<file path="src/rtl/muldiv_pkg.sv">
// Shared types and constants for the iterative multiply/divide engine.
// The ALU wrapper imports this package to decode funct into an operation.
package muldiv_pkg;

  typedef enum logic [1:0] {
    MULT  = 2'b00,
    MULTU = 2'b01,
    DIV   = 2'b10,
    DIVU  = 2'b11
  } muldiv_op_t;

  typedef enum logic [1:0] {
    IDLE = 2'b00,
    RUN  = 2'b01,
    FIX  = 2'b10,
    DONE = 2'b11
  } muldiv_state_t;

  localparam int MULDIV_ITER    = 32;
  localparam int MULDIV_LATENCY = 34;

  // 0x80000000 has no positive counterpart and stays 0x80000000, read as unsigned.
  function automatic logic [31:0] muldiv_abs(input logic [31:0] v, input logic is_signed);
    return (is_signed && v[31]) ? (~v + 32'd1) : v;
  endfunction

endpackage

</file>
<file path="src/rtl/muldiv_seq.sv">
// Iterative MULT/MULTU/DIV/DIVU engine: one bit per cycle through a shared
// 33-bit add/subtract datapath, sign fix-up via one 64-bit negator.
module muldiv_seq
  import muldiv_pkg::*;
#(
  parameter int WIDTH = 32
) (
  input  logic             clk,
  input  logic             rst_n,
  input  logic             validIn,
  input  logic [1:0]       op,
  input  logic [WIDTH-1:0] SrcA,
  input  logic [WIDTH-1:0] SrcB,
  output logic             busy,
  output logic             validOut,
  output logic [WIDTH-1:0] Hi,
  output logic [WIDTH-1:0] Lo
);

  muldiv_state_t    r_state;
  muldiv_op_t       r_op;
  logic [4:0]       r_cnt;
  logic             r_sign_a;
  logic             r_sign_b;
  logic             r_div0;
  logic [WIDTH-1:0] r_opnd;
  logic [WIDTH-1:0] r_hi_acc;
  logic [WIDTH-1:0] r_lo_acc;
  logic [WIDTH-1:0] r_hi;
  logic [WIDTH-1:0] r_lo;
  logic             r_valid_out;

  logic             w_is_div;
  logic             w_in_signed;
  logic [WIDTH-1:0] w_mag_a;
  logic [WIDTH-1:0] w_mag_b;
  logic [WIDTH:0]   w_add_a;
  logic [WIDTH:0]   w_add_b;
  logic [WIDTH:0]   w_sum;
  logic [WIDTH:0]   w_mul_top;
  logic [WIDTH-1:0] w_hi_step;
  logic [WIDTH-1:0] w_lo_step;
  logic [WIDTH:0]   w_neg_lo;
  logic [WIDTH-1:0] w_neg_hi;
  logic [WIDTH-1:0] w_hi_fix;
  logic [WIDTH-1:0] w_lo_fix;

  assign w_is_div    = r_op[1];
  assign w_in_signed = ~op[0];
  assign w_mag_a     = muldiv_abs(SrcA, w_in_signed);
  assign w_mag_b     = muldiv_abs(SrcB, w_in_signed);

  // Multiply adds the multiplicand to the upper half; divide subtracts the
  // divisor from the remainder already shifted left by one.
  assign w_add_a = w_is_div ? {r_hi_acc, r_lo_acc[WIDTH-1]} : {1'b0, r_hi_acc};
  assign w_add_b = {1'b0, r_opnd};
  assign w_sum   = w_add_a + (w_add_b ^ {(WIDTH+1){w_is_div}}) + {{WIDTH{1'b0}}, w_is_div};

  assign w_mul_top = r_lo_acc[0] ? w_sum : {1'b0, r_hi_acc};

  always_comb begin
    w_hi_step = w_mul_top[WIDTH:1];
    w_lo_step = {w_mul_top[0], r_lo_acc[WIDTH-1:1]};
    if (w_is_div) begin
      if (!w_sum[WIDTH]) begin
        w_hi_step = w_sum[WIDTH-1:0];
        w_lo_step = {r_lo_acc[WIDTH-2:0], 1'b1};
      end else begin
        w_hi_step = w_add_a[WIDTH-1:0];
        w_lo_step = {r_lo_acc[WIDTH-2:0], 1'b0};
      end
    end
  end

  // 64-bit negator; for divide the carry between halves is cut so quotient
  // and remainder are negated independently.
  assign w_neg_lo = {1'b0, ~r_lo_acc} + {{WIDTH{1'b0}}, 1'b1};
  assign w_neg_hi = ~r_hi_acc + {{(WIDTH-1){1'b0}}, w_is_div | w_neg_lo[WIDTH]};

  always_comb begin
    w_hi_fix = r_hi_acc;
    w_lo_fix = r_lo_acc;
    if (w_is_div) begin
      if (r_sign_a ^ r_sign_b && !r_div0) w_lo_fix = w_neg_lo[WIDTH-1:0];
      if (r_sign_a)                       w_hi_fix = w_neg_hi;
    end else if (r_sign_a ^ r_sign_b) begin
      w_hi_fix = w_neg_hi;
      w_lo_fix = w_neg_lo[WIDTH-1:0];
    end
  end

  always_ff @(posedge clk or negedge rst_n) begin
    if (!rst_n) begin
      r_state     <= IDLE;
      r_op        <= MULT;
      r_cnt       <= '0;
      r_sign_a    <= 1'b0;
      r_sign_b    <= 1'b0;
      r_div0      <= 1'b0;
      r_opnd      <= '0;
      r_hi_acc    <= '0;
      r_lo_acc    <= '0;
      r_hi        <= '0;
      r_lo        <= '0;
      r_valid_out <= 1'b0;
    end else begin
      r_valid_out <= 1'b0;
      case (r_state)
        IDLE: if (validIn) begin
          r_state  <= RUN;
          r_op     <= muldiv_op_t'(op);
          r_cnt    <= 5'(MULDIV_ITER - 1);
          r_sign_a <= w_in_signed & SrcA[WIDTH-1];
          r_sign_b <= w_in_signed & SrcB[WIDTH-1];
          r_div0   <= (SrcB == '0);
          r_hi_acc <= '0;
          r_opnd   <= op[1] ? w_mag_b : w_mag_a;
          r_lo_acc <= op[1] ? w_mag_a : w_mag_b;
        end
        RUN: begin
          r_hi_acc <= w_hi_step;
          r_lo_acc <= w_lo_step;
          if (r_cnt == 5'd0) r_state <= FIX;
          else               r_cnt   <= r_cnt - 5'd1;
        end
        FIX: begin
          r_hi        <= w_hi_fix;
          r_lo        <= w_lo_fix;
          r_valid_out <= 1'b1;
          r_state     <= DONE;
        end
        default: r_state <= IDLE;
      endcase
    end
  end

  assign busy     = (r_state != IDLE);
  assign validOut = r_valid_out;
  assign Hi       = r_hi;
  assign Lo       = r_lo;

endmodule

</file>
<file path="config.mk">
export PLATFORM = sky130hd
export DESIGN_NAME = muldiv_seq
export DESIGN_NICKNAME = d
export VERILOG_FILES = /design/src/rtl/muldiv_pkg.sv /design/src/rtl/muldiv_seq.sv
export SDC_FILE = /design/constraint.sdc
export NUM_CORES = 1
export LEC_CHECK = 0
export CAP_MARGIN = 20
export CORE_ASPECT_RATIO = 1.75
export CORE_MARGIN = 2
export CORE_UTILIZATION = 45
export CTS_BUF_LIST = sky130_fd_sc_hd__clkbuf_8
export DETAILED_ROUTE_END_ITERATION = 8
export PLACE_DENSITY = 0.7
export REMOVE_ABC_BUFFERS = 1
export SYNTH_ARGS = -nofsm -noshare
export SYNTH_HDL_FRONTEND = slang
export SYNTH_SLANG_ARGS = --single-unit
</file>
<file path="constraint.sdc">
create_clock -name clk -period 5.6 [get_ports clk]
set_clock_uncertainty 0.15 [all_clocks]
set_input_delay 0.84 -clock clk [delete_from_list [all_inputs] [get_ports clk]]
set_output_delay 0.84 -clock clk [all_outputs]
set_load 0.02 [all_outputs]
</file>
**Yosys cells after proc, flatten, opt, wreduce, memory -nomap -nowiden**

Cells that the tools add are included.

- Add/sub/neg operators: 7
- Multiply operators: 0
- Div/mod/pow operators: 0
- Order comparisons: 0
- Equality and inequality tests: 5
- Shift-type cells: 0
- Muxes and demuxes: 27
- Bitwise logic cells: 10
- Reductions and logical operators: 13

Operator list:

| cell | number |
|---|---|
| $mux 32 | 15 |
| $not 32->32 | 4 |
| $pmux 32 s2 | 2 |
| $mux 33 | 2 |
| $add 32x1->32 const B | 2 |
| $add 32x1->33 const B | 1 |
| $add 33x1->33 | 1 |
| $add 33x33->33 | 1 |
| $xor 32x33->33 | 1 |
| $add 32x1->32 | 1 |
| $logic_not 32->1 | 1 |
| $mux 5 | 2 |
| $pmux 5 s2 | 1 |
| $ne 2x2->1 const B | 3 |
| $pmux 2 s3 | 1 |
| $reduce_and 2->1 | 3 |
| $logic_not 5->1 | 1 |
| $sub 5x1->5 const B | 1 |
| $mux 2 | 2 |
| $reduce_bool 2->1 | 2 |
| $logic_and 1x1->1 | 3 |
| $reduce_and 3->1 | 1 |
| $and 1x1->1 | 2 |
| $eq 2x1->1 const B | 1 |
| other kinds (7) | 8 |

- Flip-flop bits (word level): 173
- Bits in latches: 0
- Memory bits (writable): 0
- Memory bits (read-only): 0
- Bits of input ports: 69
- Output and inout port bits: 66
- Logic and storage cells: 74
- Memories kept: 0

**Depth between registers and ports, before layout**

Gate-level depths: netlist (run 1).

- Word-level depth: 6
- Depth in mapped cells: 17

**Worst setup path after synthesis (run 1)**

OpenSTA, ideal clock, no wires.

- Path kind: register to register
- Start point: reg r_op[1]
- End point: reg r_hi_acc[23]
- Arrival: 4223 ps
- Required time: 5328 ps
- Setup slack: 1106 ps
- Cell stages (with the launch flop): 16
- Path buffers: 5
- Period minus slack after synthesis: 4494 ps
- Cell sequence: dfrtp_1 > clkbuf_1 > clkbuf_1 > clkbuf_1 > buf_1 > xor2_1 > fa_1 > a211o_1 > a211o_1 > a211oi_2 > o21ai_2 > a21oi_4 > xnor2_4 > buf_6 > nand3b_1 > a32o_1

- Longest elaborated chain between the ends: 6
- Elaborated cells between the ends (all ways): 8
- Those cells by class: add/sub: 2; mux: 5; bitwise: 1

RTL lines:

| item | line | source |
|---|---|---|
| start: declaration | muldiv_seq.sv:21 | `muldiv_op_t r_op;` |
| start signal: assignment | muldiv_seq.sv:111 | `r_op <= muldiv_op_t'(op);` |
| $mux 33 / $xor 32x33->33 (equally long branches) | muldiv_seq.sv:55, muldiv_seq.sv:57 |  |
| $add 33x33->33 | muldiv_seq.sv:57 | `assign w_sum = w_add_a + (w_add_b ^ {(WIDTH+1){w_is_div}}) + {{WIDTH{1'b0}}, w_is_div};` |
| $add 33x1->33 | muldiv_seq.sv:57 |  |
| $mux 33 / $mux 32 (equally long branches) | muldiv_seq.sv:59, muldiv_seq.sv:65 |  |
| $mux 32 (*) | muldiv_seq.sv:64 | `if (w_is_div) begin` |
| $pmux 32 s2 (*) | muldiv_seq.sv:108 | `case (r_state)` |
| end signal: assignment | muldiv_seq.sv:121 | `r_hi_acc <= w_hi_step;` |
| end: declaration | muldiv_seq.sv:27 | `logic [WIDTH-1:0] r_hi_acc;` |

Mark *: on every way between the ends. The rest lies on a longest branch, timed or not.
A chain may end at the register's enable or synchronous reset.

**Worst setup path in the final report (run 1)**

- Start point: reg r_op[1]
- End point: reg r_hi_acc[9]

Same word-level chain as after synthesis.

==> impl_metrics.env, run 1 <==
export IMPL_crit_chain="buf_4 -> mux2_2 -> ha_1 -> a21o_1 -> a211o_1 -> a211oi_2 -> o21ai_2 -> a21oi_4 -> xnor2_4 -> buf_4 -> mux2i_1 -> o221ai_1"
export IMPL_top_level_ports=135
export IMPL_drive_gt1_frac=0.07623
export IMPL_worstReg2RegStart="r_op[1]"
export IMPL_max_clock_freq_mhz=209.5
export IMPL_drt_iter0_drc=1017
export IMPL_grt_pass1_vias=12810
export IMPL_area_delta_synth_final_pct=14.54
export IMPL_reg2reg_depth=12
export IMPL_status="complete, no violations"
export IMPL_cp_slowest_cell="dfrtp_4"
export IMPL_whs_ps=134.1
export IMPL_avgSynthCellArea_um2=8.087
export IMPL_cp_common_cell="buf_4"
export IMPL_ctsResizeCount=0
export IMPL_grt_max_degree=104
export IMPL_ys_seq_area_frac=0.3124
export IMPL_place_area_um2=15380
export IMPL_grt_total_usage=0.2724
export IMPL_netlist_area_leader_share=0.3124
export IMPL_initial_core_util=0.4584
export IMPL_die_w_um=136.3
export IMPL_fin_cells=2159
export IMPL_setup_viol=0
export IMPL_drtPass1Iterations=5
export IMPL_cts_root_buf="clkbuf_8"
export IMPL_ys_top_cells_by_area="dfrtp_1, a21oi_1, xor2_1"
export IMPL_ys_types=80
export IMPL_clock_sinks=172
export IMPL_port_buffers=134
export IMPL_ys_ff_latch=172
export IMPL_worstPathRequired_ps=5820
export IMPL_cts_tree="built"
export IMPL_crit_fanout=80
export IMPL_end_kind="register"
export IMPL_wl_per_cell_um=19.93
export IMPL_hold_viol=0
export IMPL_die_h_um=235.5
export IMPL_critical_path_class="register to register"
export IMPL_r2r_end="r_hi_acc[9]"
export IMPL_syn_cell_area_um2=13780
export IMPL_p_leak_nw=6.483
export IMPL_cts_buffer_depth=2
export IMPL_vias_per_cell=5.927
export IMPL_r2r_setup_slack_ps=830
export IMPL_gp_congestion=0.9618
export IMPL_fin_crit_sh=0.8524
export IMPL_ys_warn_count=0
export IMPL_coreArea_um2=30060
export IMPL_finalSetupTns_ps=0
export IMPL_slowest_delay_ps=1010
export IMPL_tightest_slew_ps=1038
export IMPL_fin_area_um2=15780
export IMPL_vias=12800
export IMPL_overflow=0
export IMPL_rsz0062_at_grt="false"
export IMPL_numCtsBuffers=17
export IMPL_antenna_found_initial=1
export IMPL_drc=0
export IMPL_drv_slew=0
export IMPL_p_total_mw=10.87
export IMPL_post_cts_buffers=0
export IMPL_ys_flop_type="dfrtp_1"
export IMPL_async_reset_ff_frac=1.000
export IMPL_grt_first_pass_wirelength_um=67900
export IMPL_max_slew_margin_rel=0.3082
export IMPL_fillers=2981
export IMPL_clk_latency_ps=530
export IMPL_yosysTopAreaCell="dfrtp_1"
export IMPL_drtAntennaViolNets=0
export IMPL_fp_row_count=84
export IMPL_synth_edf_count=0
export IMPL_ctsHoldBuffers=0
export IMPL_hold_class="input pin to async pin"
export IMPL_clkSlewWorstSetupHoldPaths_ps=90
export IMPL_final_net_count=1871
export IMPL_vdd_drop_max_mv=0.3265
export IMPL_startpoint_type="register"
export IMPL_finalWirelength_um=43030
export IMPL_cts_htree_levels=4
export IMPL_post_route_min_period_ps=4774
export IMPL_powerDensity_nw_per_um2=688.9
export IMPL_post_place_cells=2128
export IMPL_drv_cap=0
export IMPL_critPathArrivalTime_ps=4990
export IMPL_hpwl_um=32470
export IMPL_syn_inst=1704
export IMPL_die_area_um2=32090
## layer usage
layer / share of wire / track usage / vias up / routed length (um)
li1: - / - / 6181 / -
met1: 0.38 / 0.2987 / 6072 / 16200
met2: 0.51 / 0.4699 / 396 / 21940
met3: 0.039 / 0.04048 / 148 / 1689
met4: 0.075 / 0.1963 / 0 / 3207
met5: 0 / 0 / - / 0
## cell usage after synthesis, types with 10 or more instances
library cell,count
a21oi_1,212
nor2_1,200
dfrtp_1,172
nand2_1,155
o21ai_0,114
xor2_1,108
clkbuf_1,105
xnor2_1,75
mux2_2,50
mux2i_1,49
ha_1,41
nor3_1,38
inv_1,31
a211oi_1,27
o31ai_1,23
nand2b_1,19
o21ai_1,18
o41ai_1,17
a21o_1,16
nand4_1,15
nor4_1,15
a31oi_1,14
buf_1,12
o211ai_1,11
or4_1,11
nand3_1,10
nor2b_1,10
o21a_1,10
## cell families (layout without fill, tap and decap cells)
| group | Yosys count | after routing | synth area share |
|---|---|---|---|
| flip-flops | 172 | 172 | 0.3124 |
| adder cells (fa/ha/maj) | 42 | 42 | 0.03868 |
| other | 0 | 1 | 0 |
| buffers and inverters | 160 | 227 | 0.04522 |
| AO/OA/AOI/OAI | 525 | 525 | 0.2311 |
| XOR/XNOR | 185 | 185 | 0.1195 |
| AND/OR/NAND/NOR | 520 | 520 | 0.1759 |
| multiplexers | 100 | 100 | 0.07727 |
## worst max-delay path: cells and delay by family (launching register included)
| family | cells | cell delay [ps] |
|---|---|---|
| buf+inv | 2 | 750 |
| flops | 1 | 1010 |
| xor+xnor | 1 | 170 |
| compound gates | 6 | 1550 |
| fa+ha+maj | 1 | 360 |
| mux | 2 | 590 |
## final cells by class
class | count | area (um2) | share of cell area
clock buffers | 20 | 275.3 | 0.01744
inverters | 35 | 131.4 | 0.008324
multi-input cells | 1372 | 8882 | 0.5628
flip-flops and latches | 172 | 4308 | 0.2730
clock inverters | 10 | 126.4 | 0.008007
well taps | 387 | 484.2 | 0.03068
repair buffers | 162 | 1573 | 0.09965
diodes | 1 | 2.502 | 0.0001586
## stage by stage
step,worst slack [ps],utilization
finish,826.3,0.5251
global route,395.3,0.5251
CTS,864.7,0.5250
detailed placement,885.1,0.5116
global placement,955.8,0.5116
floorplan,-1414,-
## worst max path at each step
| stage | end | depth (start not counted) | startpoint |
|---|---|---|---|
| floorplan | r_hi_acc[17] | 5 | validIn |
| global placement | Hi[28] | 16 | r_lo_acc[8] |
| detailed placement | Hi[29] | 15 | r_lo_acc[8] |
| CTS | Hi[29] | 15 | r_lo_acc[8] |
| global route | Hi[29] | 15 | r_lo_acc[6] |
| finish | r_hi_acc[9] | 12 | r_op[1] |
## report_power, final
group	total [mW]	switching [mW]	internal, mW
registers	2.52	0.695	1.83
clock network	0.956	0.491	0.465
logic	7.40	4.40	3.00
total	10.9	5.59	5.29
## placed cells by master, fill, tap and decap left out, types with 11 or more instances in the layout
master / instances
nand2_1: 154
a21oi_1: 212
or4_1: 11
ha_1: 40
nor3_1: 38
a211oi_1: 27
o31ai_1: 23
o21ai_0: 113
dfrtp_1: 171
nand2b_1: 19
nand4_1: 15
clkbuf_8: 20
nor2_1: 200
nor4_1: 15
xnor2_1: 75
inv_1: 34
mux2i_1: 49
mux2_2: 50
xor2_1: 108
o211ai_1: 11
a31oi_1: 14
o21ai_1: 18
a21o_1: 16
o41ai_1: 17
buf_4: 26
clkdlybuf4s50_1: 132
## state kept, by name, indices dropped and copies added, names as in the netlist
name and cells:
r_sign_b 1, r_cnt 5, r_hi_acc 32, Hi 32, r_op 1, Lo 32
r_div0 1, validOut 1, r_state 2, r_sign_a 1, r_lo_acc 32, r_opnd 32
No activity file was read; power rests on OpenSTA's default activity.
==> inputs of run 2 (changes only) <==
--- a/config.mk
+++ b/config.mk
@@ -13,6 +13,7 @@
 export DETAILED_ROUTE_END_ITERATION = 8
 export PLACE_DENSITY = 0.7
 export REMOVE_ABC_BUFFERS = 1
+export SKIP_LAST_GASP = 1
 export SYNTH_ARGS = -nofsm -noshare
 export SYNTH_HDL_FRONTEND = slang
 export SYNTH_SLANG_ARGS = --single-unit
==> results of run 2 <==
Final layout, timing and power as in run 1 (identical DEF).
==> inputs of run 3 (changes only) <==
--- a/config.mk
+++ b/config.mk
@@ -5,7 +5,6 @@
 export SDC_FILE = /design/constraint.sdc
 export NUM_CORES = 1
 export LEC_CHECK = 0
-export CAP_MARGIN = 20
 export CORE_ASPECT_RATIO = 1.75
 export CORE_MARGIN = 2
 export CORE_UTILIZATION = 45
==> results of run 3 <==
Final layout, timing and power as in run 1 (identical DEF).
